==> src/rtl/pe_pkg.sv <==
// Shared constants for the pixel engine: pixel width, FSM state encoding,
// and the 9-bit absolute-difference helper used by the background test.
package pe_pkg;

  localparam int PIXEL_W = 8;

  typedef enum logic [2:0] {
    ST_I   = 3'd0,
    ST_BGI = 3'd1,
    ST_BG  = 3'd2,
    ST_BGD = 3'd3,
    ST_SI  = 3'd4,
    ST_S   = 3'd5,
    ST_SD  = 3'd6
  } state_t;

  // Widen to 9 bits first so the subtraction can never wrap.
  function automatic logic [PIXEL_W:0] abs_diff(input logic [PIXEL_W-1:0] a,
                                                 input logic [PIXEL_W-1:0] b);
    logic [PIXEL_W:0] ax;
    logic [PIXEL_W:0] bx;
    ax = {1'b0, a};
    bx = {1'b0, b};
    return (ax >= bx) ? (ax - bx) : (bx - ax);
  endfunction

endpackage

==> src/rtl/bg_pixel_compare.sv <==
// Combinational background test for one pixel: every channel must lie within
// threshold of the expected colour (inclusive) for the pixel to match.
module bg_pixel_compare
  import pe_pkg::*;
(
  input  logic [PIXEL_W-1:0] r,
  input  logic [PIXEL_W-1:0] g,
  input  logic [PIXEL_W-1:0] b,
  input  logic [PIXEL_W-1:0] exp_r,
  input  logic [PIXEL_W-1:0] exp_g,
  input  logic [PIXEL_W-1:0] exp_b,
  input  logic [PIXEL_W-1:0] threshold,
  output logic               match
);

  logic [PIXEL_W:0] thr_wide;

  assign thr_wide = {1'b0, threshold};
  assign match    = (abs_diff(r, exp_r) <= thr_wide) &&
                    (abs_diff(g, exp_g) <= thr_wide) &&
                    (abs_diff(b, exp_b) <= thr_wide);

endmodule

==> src/rtl/pe.sv <==
// Pixel engine: per-channel lane summation or background replacement over
// num_pixels packed 8-bit lanes, one lane per clock, with a done/ack handshake.
module pe
  import pe_pkg::*;
#(
  parameter int num_pixels = 1
) (
  input  logic                          Clk,
  input  logic                          Ack,
  input  logic                          Reset,
  input  logic [PIXEL_W-1:0]            red_exp,
  input  logic [PIXEL_W-1:0]            green_exp,
  input  logic [PIXEL_W-1:0]            blue_exp,
  input  logic [PIXEL_W-1:0]            threshold,
  input  logic [PIXEL_W-1:0]            desired_bg_r,
  input  logic [PIXEL_W-1:0]            desired_bg_g,
  input  logic [PIXEL_W-1:0]            desired_bg_b,
  input  logic                          Start_Sum,
  input  logic                          Start_BgRemoval,
  input  logic [PIXEL_W*num_pixels-1:0] red_in,
  input  logic [PIXEL_W*num_pixels-1:0] green_in,
  input  logic [PIXEL_W*num_pixels-1:0] blue_in,
  output logic [PIXEL_W*num_pixels-1:0] red_out,
  output logic [PIXEL_W*num_pixels-1:0] green_out,
  output logic [PIXEL_W*num_pixels-1:0] blue_out,
  output logic                          Qi,
  output logic                          Qbgi,
  output logic                          Qbg,
  output logic                          Qbgd,
  output logic                          Qsi,
  output logic                          Qs,
  output logic                          Qsd,
  output logic [PIXEL_W*num_pixels-1:0] red_sum,
  output logic [PIXEL_W*num_pixels-1:0] green_sum,
  output logic [PIXEL_W*num_pixels-1:0] blue_sum
);

  localparam int BUS_W = PIXEL_W * num_pixels;
  localparam int IDX_W = (num_pixels > 1) ? $clog2(num_pixels) : 1;
  localparam logic [IDX_W-1:0] LAST_IDX = IDX_W'(num_pixels - 1);

  state_t             state_reg, state_next;
  logic [IDX_W-1:0]   idx_reg;
  logic [BUS_W-1:0]   red_reg, green_reg, blue_reg;
  logic [PIXEL_W-1:0] exp_r_reg, exp_g_reg, exp_b_reg, thr_reg;
  logic [PIXEL_W-1:0] des_r_reg, des_g_reg, des_b_reg;
  logic [BUS_W-1:0]   sum_r_reg, sum_g_reg, sum_b_reg;

  logic [PIXEL_W-1:0] red_lane   [num_pixels];
  logic [PIXEL_W-1:0] green_lane [num_pixels];
  logic [PIXEL_W-1:0] blue_lane  [num_pixels];
  logic [PIXEL_W-1:0] cur_r, cur_g, cur_b;
  logic               cur_match;
  logic               take_operands;

  // Unpack the latched buses into lane arrays so the active lane is a mux.
  for (genvar gi = 0; gi < num_pixels; gi++) begin : g_unpack
    assign red_lane[gi]   = red_reg[gi*PIXEL_W +: PIXEL_W];
    assign green_lane[gi] = green_reg[gi*PIXEL_W +: PIXEL_W];
    assign blue_lane[gi]  = blue_reg[gi*PIXEL_W +: PIXEL_W];
  end

  assign cur_r = red_lane[idx_reg];
  assign cur_g = green_lane[idx_reg];
  assign cur_b = blue_lane[idx_reg];

  bg_pixel_compare u_cmp (
    .r         (cur_r),
    .g         (cur_g),
    .b         (cur_b),
    .exp_r     (exp_r_reg),
    .exp_g     (exp_g_reg),
    .exp_b     (exp_b_reg),
    .threshold (thr_reg),
    .match     (cur_match)
  );

  assign take_operands = (state_reg == ST_I) && (Start_Sum || Start_BgRemoval);

  always_comb begin
    state_next = state_reg;
    unique case (state_reg)
      ST_I:    if (Start_Sum)            state_next = ST_SI;
               else if (Start_BgRemoval) state_next = ST_BGI;
      ST_SI:   state_next = ST_S;
      ST_BGI:  state_next = ST_BG;
      ST_S:    if (idx_reg == LAST_IDX)  state_next = ST_SD;
      ST_BG:   if (idx_reg == LAST_IDX)  state_next = ST_BGD;
      ST_SD:   if (Ack)                  state_next = ST_I;
      ST_BGD:  if (Ack)                  state_next = ST_I;
      default: state_next = ST_I;
    endcase
  end

  always_ff @(posedge Clk) begin
    if (Reset) begin
      state_reg <= ST_I;
      idx_reg   <= '0;
      red_reg   <= '0;
      green_reg <= '0;
      blue_reg  <= '0;
      exp_r_reg <= '0;
      exp_g_reg <= '0;
      exp_b_reg <= '0;
      thr_reg   <= '0;
      des_r_reg <= '0;
      des_g_reg <= '0;
      des_b_reg <= '0;
      sum_r_reg <= '0;
      sum_g_reg <= '0;
      sum_b_reg <= '0;
    end else begin
      state_reg <= state_next;
      if (take_operands) begin
        red_reg   <= red_in;
        green_reg <= green_in;
        blue_reg  <= blue_in;
        exp_r_reg <= red_exp;
        exp_g_reg <= green_exp;
        exp_b_reg <= blue_exp;
        thr_reg   <= threshold;
        des_r_reg <= desired_bg_r;
        des_g_reg <= desired_bg_g;
        des_b_reg <= desired_bg_b;
      end
      if (state_reg == ST_SI) begin
        sum_r_reg <= '0;
        sum_g_reg <= '0;
        sum_b_reg <= '0;
      end else if (state_reg == ST_S) begin
        sum_r_reg <= sum_r_reg + BUS_W'(cur_r);
        sum_g_reg <= sum_g_reg + BUS_W'(cur_g);
        sum_b_reg <= sum_b_reg + BUS_W'(cur_b);
      end
      if (state_reg == ST_SI || state_reg == ST_BGI) begin
        idx_reg <= '0;
      end else if (state_reg == ST_S || state_reg == ST_BG) begin
        idx_reg <= idx_reg + 1'b1;
      end
    end
  end

  // Each output lane owns its register and updates only when it is the active BG lane.
  for (genvar gi = 0; gi < num_pixels; gi++) begin : g_out
    logic [PIXEL_W-1:0] out_r_reg, out_g_reg, out_b_reg;

    always_ff @(posedge Clk) begin
      if (Reset) begin
        out_r_reg <= '0;
        out_g_reg <= '0;
        out_b_reg <= '0;
      end else if (state_reg == ST_BG && idx_reg == IDX_W'(gi)) begin
        out_r_reg <= cur_match ? des_r_reg : cur_r;
        out_g_reg <= cur_match ? des_g_reg : cur_g;
        out_b_reg <= cur_match ? des_b_reg : cur_b;
      end
    end

    assign red_out[gi*PIXEL_W +: PIXEL_W]   = out_r_reg;
    assign green_out[gi*PIXEL_W +: PIXEL_W] = out_g_reg;
    assign blue_out[gi*PIXEL_W +: PIXEL_W]  = out_b_reg;
  end

  assign red_sum   = sum_r_reg;
  assign green_sum = sum_g_reg;
  assign blue_sum  = sum_b_reg;

  assign Qi   = (state_reg == ST_I);
  assign Qbgi = (state_reg == ST_BGI);
  assign Qbg  = (state_reg == ST_BG);
  assign Qbgd = (state_reg == ST_BGD);
  assign Qsi  = (state_reg == ST_SI);
  assign Qs   = (state_reg == ST_S);
  assign Qsd  = (state_reg == ST_SD);

endmodule

==> config.mk <==
export PLATFORM = sky130hd
export DESIGN_NAME = pe
export DESIGN_NICKNAME = d
export VERILOG_FILES = /design/src/rtl/pe_pkg.sv /design/src/rtl/bg_pixel_compare.sv /design/src/rtl/pe.sv
export SDC_FILE = /design/constraint.sdc
export NUM_CORES = 1
export LEC_CHECK = 0
export CAP_MARGIN = 20
export CORE_ASPECT_RATIO = 2
export CORE_UTILIZATION = 54
export CTS_BUF_LIST = sky130_fd_sc_hd__clkbuf_4 sky130_fd_sc_hd__clkbuf_8 sky130_fd_sc_hd__clkbuf_16
export DETAILED_ROUTE_END_ITERATION = 8
export PLACE_DENSITY = 0.81
export SYNTH_ARGS = -nofsm -noshare
export SYNTH_HDL_FRONTEND = slang
export SYNTH_SLANG_ARGS = --single-unit
==> constraint.sdc <==
create_clock -name Clk -period 13.69 [get_ports Clk]
set_clock_uncertainty 0.05 [all_clocks]
set_input_delay 2.738 -clock Clk [delete_from_list [all_inputs] [get_ports Clk]]
set_output_delay 2.738 -clock Clk [all_outputs]
set_load 0.03 [all_outputs]
==> impl_metrics.env <==
export IMPL_status="completed"
export IMPL_synth_area_leader_cell="dfxtp_1"
export IMPL_cts_hold_buf=0
export IMPL_first_iter_violations=385
export IMPL_post_cts_resized=0
export IMPL_crit_required_ps=10900
export IMPL_crit_arrival_ps=2940
export IMPL_grt_pass1_vias=7990
export IMPL_antennaDiodeCount=0
export IMPL_io_buffer_count=139
export IMPL_viasPerCell=5.70
export IMPL_total_leakage_power_nw=4.17
export IMPL_wire_per_inst_um=16.9
export IMPL_fin_nets=1370
export IMPL_grt_max_degree=110
export IMPL_p_comb_share_pct=49.4
export IMPL_syn_area_mm2=0.00849
export IMPL_clk_pin_slew_ps=70
export IMPL_min_path_cells=2
export IMPL_end_kind="primary output"
export IMPL_period_share_pct=41.8
export IMPL_firstDrtPassIters=8
export IMPL_relSlewSlack_pct=30.7
export IMPL_post_route_min_period_ps=5730
export IMPL_synthTopCellsByArea="dfxtp_1, ha_1, nand2_1"
export IMPL_initial_utilization_pct=55.5
export IMPL_yosysSeqAreaShare_pct=31.1
export IMPL_synth_top_area_share_pct=31.1
export IMPL_seq_area_mm2=0.00264
export IMPL_worstMarginPinSlew_ps=1030
export IMPL_num_vias=7950
export IMPL_syn2layout_area_growth_pct=24.6
export IMPL_hold_viol_final=0
export IMPL_setup_tns_ps=0
export IMPL_syn_num_nets=1262
export IMPL_clock_sink_count=132
export IMPL_dp_hpwl_um=16900
export IMPL_synth_async_sr_flop_share_pct=0
export IMPL_syn_area_per_cell_um2=7.90
export IMPL_ys_seq_elements=132
export IMPL_max_stage_delay_ps=830
export IMPL_rows=64
export IMPL_multi_input_comb_area_mm2=0.00532
export IMPL_cp_slowest_cell="clkdlybuf4s50_1"
export IMPL_insertion_delay_ps=430
export IMPL_utilization_pct=69.2
export IMPL_crit_top_cell="inv_1"
export IMPL_finalMaxSlewViolations=0
export IMPL_cts_tree="built"
export IMPL_dieArea_mm2=0.0163
export IMPL_wl_um=23500
export IMPL_grt_pass1_wl_um=37500
export IMPL_crit_chain="inv_1 > nor2_1 > nand2_1 > buf_4 > inv_1 > clkdlybuf4s50_1"
export IMPL_ant_nets=0
export IMPL_final_common_cell="nand2_1"
export IMPL_gp_congestion=0.869
export IMPL_drc=0
export IMPL_die_w_um=90.7
export IMPL_core_area_mm2=0.0153
export IMPL_cp_start_kind="flip-flop"
export IMPL_synth_cells=1075
export IMPL_dp_slack_ps=8220
export IMPL_drive_gt1_share_pct=4.60
export IMPL_place_area_mm2=0.00995
export IMPL_power_share_clock_pct=24.6
export IMPL_r2r_cells=19
export IMPL_rsz0062_at_grt="no"
export IMPL_intPower_mw=1.09
export IMPL_mostFrequentLayoutCells="nand2_1, clkdlybuf4s50_1, a21oi_1"
export IMPL_swShare_pct=41.4
export IMPL_p_total_mw=1.85
export IMPL_p_seq_share_pct=25.9
export IMPL_crit_fanout=29
export IMPL_fmax_mhz=175
export IMPL_die_h_um=179
export IMPL_fin_area_mm2=0.0106
export IMPL_cap_violations=0
export IMPL_grt_use_total_pct=29.3
export IMPL_antenna_found_initial=0
export IMPL_irDropWorstVdd_mv=0.116
export IMPL_cts_setup_buffers=0
export IMPL_ys_warn_count=0
export IMPL_cts_buffers=17
export IMPL_synth_edf_count=0
export IMPL_crit_type="flip-flop to primary output"
export IMPL_htree_levels=4
export IMPL_setup_ws_ps=7960
export IMPL_synth_cell_type_count=60
export IMPL_grt_ovfl_total=0
export IMPL_power_density_mw_per_mm2=175
export IMPL_hold_class="flip-flop to flip-flop"
export IMPL_cts_root_buf="clkbuf_16"
export IMPL_synth_flop_cell="dfxtp_1"
export IMPL_setup_viol_count_final=0
export IMPL_clockBufferDepth=2
export IMPL_fill_cells=1211
export IMPL_pin_count=140
export IMPL_p_sw_uw=768
cells by family after synthesis:
logic type | Yosys count | synth area share [%]
mux | 38 | 4.57
fa+ha+maj | 102 | 15.8
flops | 132 | 31.1
compound gates | 284 | 21.0
simple gates | 347 | 17.8
xor+xnor | 32 | 3.30
buf+inv | 140 | 6.42
routing by layer:
metal,wire (µm),part of all wire (%),vias up,global-route usage [%]
met5,0,0,-,0
met4,1520,6.4,0,20.6
met3,975,4.1,100,4.81
met2,12300,52,240,54.0
met1,8750,37,3709,29.8
li1,-,-,3901,-
power groups by stage:
stage	Sequential (mW)	Clock (mW)	Combinational, mW
2_1_floorplan	0.490	0	0.665
3_3_place_gp	0.486	0	0.875
3_5_place_dp	0.488	0	0.893
4_1_cts	0.480	0.457	0.903
5_1_grt	0.487	0.475	1.01
6_report	0.481	0.456	0.916
per-stage QoR:
stage | hold WS (ps) | std cells
final | 404 | 1394
after global routing | 430 | 1394
after CTS | 404 | 1392
after detailed placement | 396 | 1360
after global placement | 392 | 1360
after floorplan | 386 | 1075
worst paths after layout:
path	startpoint	to	slack (ps)
max reg2reg	blue_lane[7]	blue_out[0]	8110
max	state_reg[0]	Qs	7960
min	des_g_reg[4]	des_g_reg[4]	400
min reg2reg	des_g_reg[4]	des_g_reg[4]	400
layout make-up:
| class | instances | share of cell area, % |
|---|---|---|
| Multi-Input combinational cell | 803 | 50.3 |
| Clock buffer | 18 | 4.09 |
| Sequential cell | 132 | 25.0 |
| Clock inverter | 14 | 1.36 |
| Tap cell | 198 | 2.34 |
| Timing Repair Buffer | 145 | 13.9 |
| Inverter | 84 | 2.98 |
worst max-delay path: cells and delay by family, from the launching register on:
kind	cells	cell delay (ps)
buf+inv	4	1780
flops	1	490
simple gates	2	230
cell usage after synthesis, drive strengths merged, types with 2 or more instances:
cell and n:
o31a 3, a311oi 2, a211oi 33, nor3b 2
nand2b 7, mux2i 32, o22a 2, nor2b 18
xor2 7, buf 7, ha 93, o21bai 2
nor4 4, o41a 3, o21ai 33, fa 9
o2bb2ai 2, a21o 25, a21oi 137, nor3 14
inv 84, o22ai 2, clkbuf 49, or2 2
nand2 204, o31ai 2, xnor2 25, o41ai 2
nand4 8, dfxtp 132, and3 4, a21boi 2
or3 6, nor2 63, a31oi 6, mux2 6
a221oi 3, o211ai 4, nand3 6, nand3b 3
o21a 15, nor4b 2
No activity file was read; power rests on OpenSTA's default activity.
